### src/rtl/mem_access_pkg.sv
// Shared types and funct3 encodings for the memory-stage load/store unit.
package mem_access_pkg;

    typedef enum logic [1:0] {
        StIdle = 2'd0,
        StReq  = 2'd1,
        StDone = 2'd2
    } state_e;

    typedef enum logic [1:0] {
        FaultNone     = 2'b00,
        FaultMisalign = 2'b01,
        FaultUnsup    = 2'b10,
        FaultTimeout  = 2'b11
    } fault_e;

    localparam logic [2:0] F3_B  = 3'b000;
    localparam logic [2:0] F3_H  = 3'b001;
    localparam logic [2:0] F3_W  = 3'b010;
    localparam logic [2:0] F3_BU = 3'b100;
    localparam logic [2:0] F3_HU = 3'b101;

endpackage

### src/rtl/lsu_lane_align.sv
// Byte-lane steering: store replication and enables, load shift and extension.
module lsu_lane_align
    import mem_access_pkg::*;
(
    input  logic [2:0]  st_funct3_i,
    input  logic [1:0]  st_off_i,
    input  logic [31:0] st_data_i,
    output logic [31:0] st_wdata_o,
    output logic [3:0]  st_be_o,
    input  logic [2:0]  ld_funct3_i,
    input  logic [1:0]  ld_off_i,
    input  logic [31:0] ld_rdata_i,
    output logic [31:0] ld_data_o
);

    logic [31:0] shifted;

    // Size bits only, so loads get the same lane enables as stores of equal width.
    always_comb begin
        st_wdata_o = st_data_i;
        st_be_o    = 4'b1111;
        case (st_funct3_i[1:0])
            2'b00: begin
                st_wdata_o = {4{st_data_i[7:0]}};
                st_be_o    = 4'b0001 << st_off_i;
            end
            2'b01: begin
                st_wdata_o = {2{st_data_i[15:0]}};
                st_be_o    = 4'b0011 << st_off_i;
            end
            default: ;
        endcase
    end

    always_comb begin
        shifted   = ld_rdata_i >> {ld_off_i, 3'b000};
        ld_data_o = shifted;
        case (ld_funct3_i)
            F3_B:    ld_data_o = {{24{shifted[7]}}, shifted[7:0]};
            F3_H:    ld_data_o = {{16{shifted[15]}}, shifted[15:0]};
            F3_BU:   ld_data_o = {24'h0, shifted[7:0]};
            F3_HU:   ld_data_o = {16'h0, shifted[15:0]};
            default: ;
        endcase
    end

endmodule

### src/rtl/mem_access_unit.sv
// Memory-stage load/store unit: decodes the MEM-stage op, drives a registered
// req/ready bus through an IDLE/REQ/DONE FSM and returns extended load data.
module mem_access_unit
    import mem_access_pkg::*;
#(
    parameter int unsigned BUS_TIMEOUT = 255
) (
    input  logic        clk,
    input  logic        rst_n,
    input  logic        MemReadM,
    input  logic        MemWriteM,
    input  logic [2:0]  funct3M,
    input  logic [31:0] ALUResultM,
    input  logic [31:0] WriteDataM,
    output logic [31:0] ReadDataM,
    output logic        StallM,
    output logic [1:0]  FaultM,
    output logic        mem_req,
    output logic        mem_we,
    output logic [31:0] mem_addr,
    output logic [3:0]  mem_be,
    output logic [31:0] mem_wdata,
    input  logic [31:0] mem_rdata,
    input  logic        mem_ready
);

    localparam int unsigned CntW = (BUS_TIMEOUT > 2) ? $clog2(BUS_TIMEOUT) : 1;
    localparam logic [CntW-1:0] CntLast = CntW'(BUS_TIMEOUT - 1);

    state_e      state_q, state_d;
    logic [CntW-1:0] cnt_q, cnt_d;
    logic        timeout_q, timeout_d;
    logic [31:0] rdata_q, rdata_d;
    logic        req_q, req_d;
    logic        we_q, we_d;
    logic [31:0] addr_q, addr_d;
    logic [3:0]  be_q, be_d;
    logic [31:0] wdata_q, wdata_d;
    logic [2:0]  f3_q, f3_d;
    logic [1:0]  off_q, off_d;

    logic        op_valid, ld_ok, st_ok, unsup, misal;
    fault_e      req_fault, fault;
    logic [31:0] al_wdata, al_ld;
    logic [3:0]  al_be;

    lsu_lane_align u_align (
        .st_funct3_i (funct3M),
        .st_off_i    (ALUResultM[1:0]),
        .st_data_i   (WriteDataM),
        .st_wdata_o  (al_wdata),
        .st_be_o     (al_be),
        .ld_funct3_i (f3_q),
        .ld_off_i    (off_q),
        .ld_rdata_i  (mem_rdata),
        .ld_data_o   (al_ld)
    );

    always_comb begin
        op_valid = MemReadM | MemWriteM;
        ld_ok    = (funct3M == F3_B) || (funct3M == F3_H) || (funct3M == F3_W) ||
                   (funct3M == F3_BU) || (funct3M == F3_HU);
        st_ok    = (funct3M == F3_B) || (funct3M == F3_H) || (funct3M == F3_W);
        unsup    = (MemReadM & MemWriteM) | (MemReadM & ~ld_ok) | (MemWriteM & ~st_ok);
        misal    = ((funct3M[1:0] == 2'b01) & ALUResultM[0]) |
                   ((funct3M[1:0] == 2'b10) & (ALUResultM[1:0] != 2'b00));
        if (unsup) begin
            req_fault = FaultUnsup;
        end else if (misal) begin
            req_fault = FaultMisalign;
        end else begin
            req_fault = FaultNone;
        end
    end

    always_comb begin
        state_d   = state_q;
        cnt_d     = cnt_q;
        timeout_d = timeout_q;
        rdata_d   = rdata_q;
        req_d     = req_q;
        we_d      = we_q;
        addr_d    = addr_q;
        be_d      = be_q;
        wdata_d   = wdata_q;
        f3_d      = f3_q;
        off_d     = off_q;
        StallM    = 1'b0;
        fault     = FaultNone;

        case (state_q)
            StIdle: begin
                if (op_valid) begin
                    if (req_fault != FaultNone) begin
                        fault = req_fault;
                        if (MemReadM) begin
                            rdata_d = '0;
                        end
                    end else begin
                        StallM    = 1'b1;
                        req_d     = 1'b1;
                        we_d      = MemWriteM;
                        addr_d    = {ALUResultM[31:2], 2'b00};
                        be_d      = al_be;
                        wdata_d   = MemWriteM ? al_wdata : '0;
                        f3_d      = funct3M;
                        off_d     = ALUResultM[1:0];
                        cnt_d     = '0;
                        timeout_d = 1'b0;
                        state_d   = StReq;
                    end
                end
            end
            StReq: begin
                StallM = 1'b1;
                if (mem_ready) begin
                    if (!we_q) begin
                        rdata_d = al_ld;
                    end
                    req_d   = 1'b0;
                    state_d = StDone;
                end else if ((BUS_TIMEOUT != 0) && (cnt_q == CntLast)) begin
                    req_d     = 1'b0;
                    rdata_d   = '0;
                    timeout_d = 1'b1;
                    state_d   = StDone;
                end else begin
                    cnt_d = cnt_q + CntW'(1);
                end
            end
            StDone: begin
                fault   = timeout_q ? FaultTimeout : FaultNone;
                state_d = StIdle;
            end
            default: state_d = StIdle;
        endcase
    end

    always_ff @(posedge clk or negedge rst_n) begin
        if (!rst_n) begin
            state_q   <= StIdle;
            cnt_q     <= '0;
            timeout_q <= 1'b0;
            rdata_q   <= '0;
            req_q     <= 1'b0;
            we_q      <= 1'b0;
            addr_q    <= '0;
            be_q      <= '0;
            wdata_q   <= '0;
            f3_q      <= '0;
            off_q     <= '0;
        end else begin
            state_q   <= state_d;
            cnt_q     <= cnt_d;
            timeout_q <= timeout_d;
            rdata_q   <= rdata_d;
            req_q     <= req_d;
            we_q      <= we_d;
            addr_q    <= addr_d;
            be_q      <= be_d;
            wdata_q   <= wdata_d;
            f3_q      <= f3_d;
            off_q     <= off_d;
        end
    end

    assign ReadDataM = rdata_q;
    assign FaultM    = fault;
    assign mem_req   = req_q;
    assign mem_we    = we_q;
    assign mem_addr  = addr_q;
    assign mem_be    = be_q;
    assign mem_wdata = wdata_q;

endmodule

### config.mk
export PLATFORM = sky130hd
export DESIGN_NAME = mem_access_unit
export DESIGN_NICKNAME = d
export VERILOG_FILES = /design/src/rtl/mem_access_pkg.sv /design/src/rtl/lsu_lane_align.sv /design/src/rtl/mem_access_unit.sv
export SDC_FILE = /design/constraint.sdc
export NUM_CORES = 1
export LEC_CHECK = 0
export CORE_MARGIN = 5
export CORE_UTILIZATION = 46
export CTS_BUF_LIST = sky130_fd_sc_hd__clkbuf_2
export DETAILED_ROUTE_END_ITERATION = 6
export PLACE_DENSITY = 0.86
export SKIP_LAST_GASP = 1
export SLEW_MARGIN = 30
export SYNTH_ARGS = -nofsm -noshare
export SYNTH_HDL_FRONTEND = slang
export SYNTH_SLANG_ARGS = --single-unit
### constraint.sdc
create_clock -name clk -period 2.8 [get_ports clk]
set_input_delay 0.42 -clock clk [delete_from_list [all_inputs] [get_ports clk]]
set_output_delay 0.42 -clock clk [all_outputs]
set_load 0.005 [all_outputs]
Word level (Yosys, flattened, before mapping)
Index checks and enable logic that the tools add are counted.

storage, ports and cells
  flip-flop bits (word level) = 116
  bits of input ports = 104
  output and inout port bits = 105
  logic and storage cells = 105

cells by class
  $add $sub $neg = 1
  eq/ne operators = 21
  shift operators = 3
  muxes and demuxes = 40
  bitwise operators = 12
  reduce and logical (&&, ||, !) cells = 17

operators by type and width
  cell                 number
  $mux 32              7
  $pmux 32 s2          2
  $pmux 32 s4          1
  $mux 8               4
  $shr 32x5->32        1
  $mux 2               8
  $pmux 8 s2           1
  $ne 2x2->1 const B   7
  $eq 3x3->1 const B   4
  $mux 1               11
  $reduce_and 5->1     2
  $add 8x1->8 const B  1
  $eq 8x8->1 const B   1
  $pmux 2 s2           2
  $pmux 4 s2           1
  $eq 3x1->1 const B   2
  $logic_not 3->1      2
  $ne 3x3->1 const B   2
  $pmux 1 s2           3
  $reduce_and 3->1     2
  $reduce_and 6->1     1
  $reduce_bool 2->1    3
  $and 1x1->1          5
  $eq 2x1->1 const B   2
  9 further kinds      19

Depth between registers and ports, before layout
  depth after elaboration = 14
  depth in mapped cells = 8
  depth with buffers taken out = 6

Modules after synthesis
A second synthesis with hierarchy kept.

second synthesis, totals
  cell total of the unflattened synthesis = 487
  area total of the unflattened synthesis = 5758.0 um^2

by module, submodules not included
  module           instances  cells an instance  area each (um^2)
  mem_access_unit  1          322                4528.1
  lsu_lane_align   1          165                1229.9

Least setup slack after synthesis
OpenSTA, ideal clock, no wires.

  kind = in2out
  start = input port funct3M[0]
  end = output port StallM
  arrival time = 1.869 ns
  required time = 2.380 ns
  path slack = 0.511 ns
  cell stages on the path = 8
  path through = buf_2 o21ai_0 nand3_2 or4_1 clkbuf_1 buf_6 buf_6 a21oi_2

between the ends
  word-level cells in the longest chain between the ends = 14
  elaborated cells on any way between the ends = 26

RTL lines
  what                                                  RTL line                                      RTL
  from (decl)                                           mem_access_unit.sv:12                         input logic [2:0] funct3M,
  $eq 3x1->1 / $logic_not 3->1 (equally long branches)  mem_access_unit.sv:61, mem_access_unit.sv:63
  $logic_or 1x1->1 (2 in series)                        mem_access_unit.sv:61, mem_access_unit.sv:63
  $logic_or 1x1->1                                      mem_access_unit.sv:61                         ld_ok = (funct3M == F3_B) || (funct3M == F3_H) || (funct3M == F3_W) ||
  $logic_or 1x1->1                                      mem_access_unit.sv:62                         (funct3M == F3_BU) || (funct3M == F3_HU);
  $not 1->1                                             mem_access_unit.sv:64                         unsup = (MemReadM & MemWriteM) | (MemReadM & ~ld_ok) | (MemWriteM & ~st_ok);
  $and 1x1->1                                           mem_access_unit.sv:64
  $or 1x1->1 (2 in series)                              mem_access_unit.sv:64
  $mux 2 (*)                                            mem_access_unit.sv:67                         if (unsup) begin
  $reduce_bool 2->1 (*)                                 mem_access_unit.sv:94                         if (req_fault != FaultNone) begin
  $mux 1 (*)                                            mem_access_unit.sv:94
  $mux 1 (*)                                            mem_access_unit.sv:93                         if (op_valid) begin
  $pmux 1 s2 (*)                                        mem_access_unit.sv:91                         case (state_q)
  to (decl)                                             mem_access_unit.sv:16                         output logic StallM,

Every way passes the cells marked *; elsewhere a longest branch is shown, timed or not.

Final worst setup path
  start = input port ALUResultM[0]
  end = output port FaultM[0]

between the ends
  word-level cells in the longest chain between the ends = 9
  elaborated cells on any way between the ends = 10

RTL lines
  what               RTL line               RTL
  from (decl)        mem_access_unit.sv:13  input logic [31:0] ALUResultM,
  $reduce_bool 2->1  mem_access_unit.sv:66  ((funct3M[1:0] == 2'b10) & (ALUResultM[1:0] != 2'b00));
  $and 1x1->1        mem_access_unit.sv:66
  $or 1x1->1 (*)     mem_access_unit.sv:65  misal = ((funct3M[1:0] == 2'b01) & ALUResultM[0]) |
  $mux 1 (*)         mem_access_unit.sv:69  end else if (misal) begin
  $mux 2 (*)         mem_access_unit.sv:67
  $reduce_bool 2->1  mem_access_unit.sv:94
  $mux 2 (*)         mem_access_unit.sv:94
  $mux 2 (*)         mem_access_unit.sv:93
  $pmux 2 s2 (*)     mem_access_unit.sv:91
  to (decl)          mem_access_unit.sv:17  output logic [1:0] FaultM,

Marked as above.

==> summary.md <==
| Metric | Value |
|---|---|
| Final Setup Violations | `0` |
| Initial antenna violation count | `0` |
| Routed wire length | `16860 microns` |
| Synth area leader | `dfrtp_1` |
| Vias in the first global route | `5286` |
| Critical register-to-register path endpoint | `ReadDataM[14]$_DFFE_PN0P_` |
| Main area contributors after synthesis | `dfrtp_1, mux2_2, mux2i_1` |
| Setup CP Type | `in -> out` |
| Final slew viol count | `0` |
| CTS H-tree depth | `4` |
| First-pass iteration count of the detailed router | `4` |
| Crit path launch type | `primary input` |
| Worst Skew | `0.02500 ns` |
| Number of different library cells in the post-synthesis netlist | `53` |
| TritonCTS Sinks | `116` |
| Clock buffers created by TritonCTS | `17` |
| Worst Hold Path EP | `f3_q[1]$_DFFE_PN0P_` |
| Total Power | `0.005868 W` |
| Proportion of power drawn by the clock network | `0.167` |
| Buffers on Ports | `206` |
| Combinational share of power | `0.423` |
| Sequential fraction of design power | `0.410` |
| Yosys top cell area share | `0.5036` |
| Post-synth design cell area | `0.005764 sq mm` |
| Master cell of the clock root buffer | `clkbuf_2` |
| HPWL after detailed placement | `12560 microns` |
| Number of register bits inferred by synthesis | `116` |
| Number of instances in the synthesized netlist | `488` |
| Row Count | `40` |
| Largest fanout on the critical path | `6` |
| Timing-limited maximum frequency | `379.6 MHz` |
| Iteration-0 DRC Markers | `402` |
| Pin slew with the least headroom to its limit | `0.8882 ns` |
| Outcome | `finished clean` |
| Int Pwr | `0.003997 W` |
| Switching power | `0.001871 W` |
| Total gr overflow | `0` |
| Portion of the post-synthesis area used by sequential elements | `0.5036` |
| RePlAce Congestion | `0.9429` |
| Max-Cap Viols | `0` |
| R2R cell count | `7` |
| Instance area at placement | `0.008108 sq mm` |
| Net switching fraction of the power | `0.3188` |
| Area growth from synthesis to layout | `44.24%` |
| Data arrival time of the critical path | `2.21 ns` |
| Clock-pin slew on the worst setup and hold paths | `0.14 ns` |
| Post-CTS repair timing setup buffer count | `0` |
| Synthesized area per cell | `11.81 sq um` |
| Amount of wire on met2 after detailed routing | `8128 microns` |
| Final worst path period share | `0.9409` |
| Highest ir drop seen on vdd | `0.3353 mV` |
| Fraction of final layout cells sized beyond drive strength 1 | `0.1706` |
| Initial core utilization | `0.4740` |
| Overall via count from detail_route | `4839` |
| Number of remaining DRC errors | `0` |
| GR Util All Layers | `0.2348` |
| Max-Slew Margin vs Limit | `0.4057` |
| Reg-to-reg setup timing slack | `0.65 ns` |
| First-pass GRT wire length | `27320 microns` |
| Via-to-Cell Ratio | `5.480` |
| Final-stage net count | `812` |
| WL met1 | `6562 microns` |
| Core region area | `0.01216 sq mm` |
| Clock latency on the worst-skew pair | `0.69 ns` |
| Post-detailed-route wirelength per cell | `19.09 microns` |
| Total non-filler cell area in the finished layout | `0.008314 sq mm` |
| Endpoint class of the critical path | `output port` |
| Largest net degree at the start of global routing | `63` |
| RSZ-0062 raised after global routing | `false` |
| Origin of the worst min-delay path | `funct3M[1]` |
| Instance count along the most critical hold path | `3` |
| Number of placed I/O pins | `209` |
| Maximum buffer depth of the clock tree | `2` |
| Post-detailed-route count of antenna-violating nets | `0` |
| Highest routed metal layer | `met4` |
| Area of the die | `0.01487 sq mm` |
| Required time of the worst setup path | `2.38 ns` |
| Ant diodes | `0` |
| Number of warning messages in the yosys log | `0` |
| Power density over cell area | `705.7 mW/mm^2` |
| Leak | `3.629 nW` |
| Class of the tightest hold or removal check | `in -> reg` |
| DIE HEIGHT | `121.9 microns` |
| Startpoint of the most critical register-to-register path | `cnt_q[0]$_DFFE_PN0P_` |
| Die span in x | `121.9 microns` |
| Final critical-path required period | `2.635 ns` |
| Detailed-routed wire length on met3 | `1740 microns` |
| Final Hold Viols | `0` |
| CTS tree | `done` |
## Yosys cell counts, drive strengths merged
cell     count
o21bai       1
or3          2
or2          3
a211oi       1
and4b        1
a22o        24
o21ai       24
ha           2
a32o         1
o22ai        2
nor2        10
o2111ai      1
a21o         1
o211ai      18
nor3         2
mux4         2
nor4b        1
conb         1
nor3b        1
xor2         4
and4         1
mux2i       51
clkbuf      17
nand3        4
a221o        9
nand3b       9
nand2b       6
nand4        1
o311ai       1
mux2        53
o2bb2ai     16
nor4         4
inv         15
buf         21
or4          4
o31ai        4
o21a         1
and3         9
dfrtp      116
nand2       35
nor2b        1
a21oi        8
## cell type report
class,count,area [sq um]
Clock inverter,8,88.84
Multi-Input combinational cell,320,2640
Sequential cell,116,2903
Tap cell,168,210.2
Timing Repair Buffer,236,2316
Fill cell,925,3847
Clock buffer,20,100.1
Inverter,15,56.30
## registers in the layout (all words and copies together) (netlist names)
name / count
mem_wdata: 32
mem_addr: 30
mem_req: 1
mem_be: 4
f3_q: 3
off_q: 2
mem_we: 1
ReadDataM: 32
timeout_q: 1
cnt_q: 8
state_q: 2
## critical path, stage by stage
cell             delay, ns
clkdlybuf4s50_1       0.51
nand2_1               0.08
o22ai_2               0.21
buf_4                 0.20
nand3b_1              0.09
a21oi_1               0.17
clkdlybuf4s50_1       0.54
## cells by family (layout without fill, tap and decap cells)
logic type	Yosys count	in the layout	synth area share
compound gates	112	112	0.1480
flops	116	116	0.5036
fa+ha+maj	2	2	0.004341
other cells	1	2	0.0006506
mux	106	106	0.2025
xor+xnor	4	4	0.006077
simple gates	94	94	0.09334
buf+inv	53	279	0.04146
## layer usage
layer / GRT usage / vias to the layer above
met5: 0 / -
met4: 0.09174 / 0
met3: 0.08542 / 35
met2: 0.3850 / 228
met1: 0.2827 / 2338
li1: - / 2238
## stage by stage
step / hold slack (ns) / setup TNS, ns / setup slack, ns / instances / util
global placement: 0.4709 / -0.1247 / -0.1247 / 854 / 0.6667
floorplan: 0.1244 / 0 / 0.5115 / 489 / -
detailed placement: 0.4776 / -0.1169 / -0.1169 / 854 / 0.6667
CTS: 0.2500 / 0 / 0.05230 / 883 / 0.6834
finish: 0.3187 / 0 / 0.1653 / 883 / 0.6836
global route: 0.2432 / 0 / 0.01162 / 883 / 0.6836
## repair_timing
| item | in CTS | in global routing |
|---|---|---|
| setup endpoints to repair | 2 | 2 |
| gates resized for setup | 5 | 1 |
| hold buffers | 1 | 0 |
| endpoints found under the hold margin | 59 | 0 |
## power groups by stage
stage / Clock [W] / Sequential [W] / Combinational, W
global route: 0.00111 / 0.00247 / 0.00268
finish: 0.000982 / 0.00240 / 0.00248
floorplan: 0 / 0.00241 / 0.00114
CTS: 0.00102 / 0.00241 / 0.00250
detailed placement: 0 / 0.00243 / 0.00249
global placement: 0 / 0.00241 / 0.00242
## cells in the final DEF, fill, tap and decap left out, drive strengths merged, types with 2 or more instances in the layout
cell type | Yosys | layout
dfrtp | 116 | 116
ha | 2 | 2
mux2i | 51 | 51
a22o | 24 | 24
a221o | 9 | 9
nand3b | 9 | 9
mux4 | 2 | 2
nand2b | 6 | 6
nor4 | 4 | 4
o22ai | 2 | 2
bufinv | 0 | 2
inv | 15 | 15
dlygate4sd2 | 0 | 2
xor2 | 4 | 4
nand3 | 4 | 4
o211ai | 18 | 18
o31ai | 4 | 4
nor3 | 2 | 2
clkinv | 0 | 5
a21oi | 8 | 8
conb | 1 | 2
or3 | 2 | 2
buf | 21 | 30
nor2 | 10 | 10
o2bb2ai | 16 | 16
and3 | 9 | 9
nand2 | 35 | 35
o21ai | 24 | 24
clkdlybuf4s50 | 0 | 202
or2 | 3 | 3
clkbuf | 17 | 20
mux2 | 53 | 53
or4 | 4 | 4
## worst max-delay path by stage
stage | startpoint | endpoint | slack, ns | cells after the start
2_1_floorplan | funct3M[0] | StallM | 0.51 | 8
3_3_place_gp | funct3M[0] | StallM | -0.12 | 6
3_5_place_dp | funct3M[0] | StallM | -0.12 | 6
4_1_cts | funct3M[1] | FaultM[0] | 0.05 | 7
5_1_grt | state_q[1]$_DFFE_PN0P_ | FaultM[0] | 0.01 | 4
6_report | ALUResultM[0] | FaultM[0] | 0.17 | 7
Power figures use the tool's default switching activity.
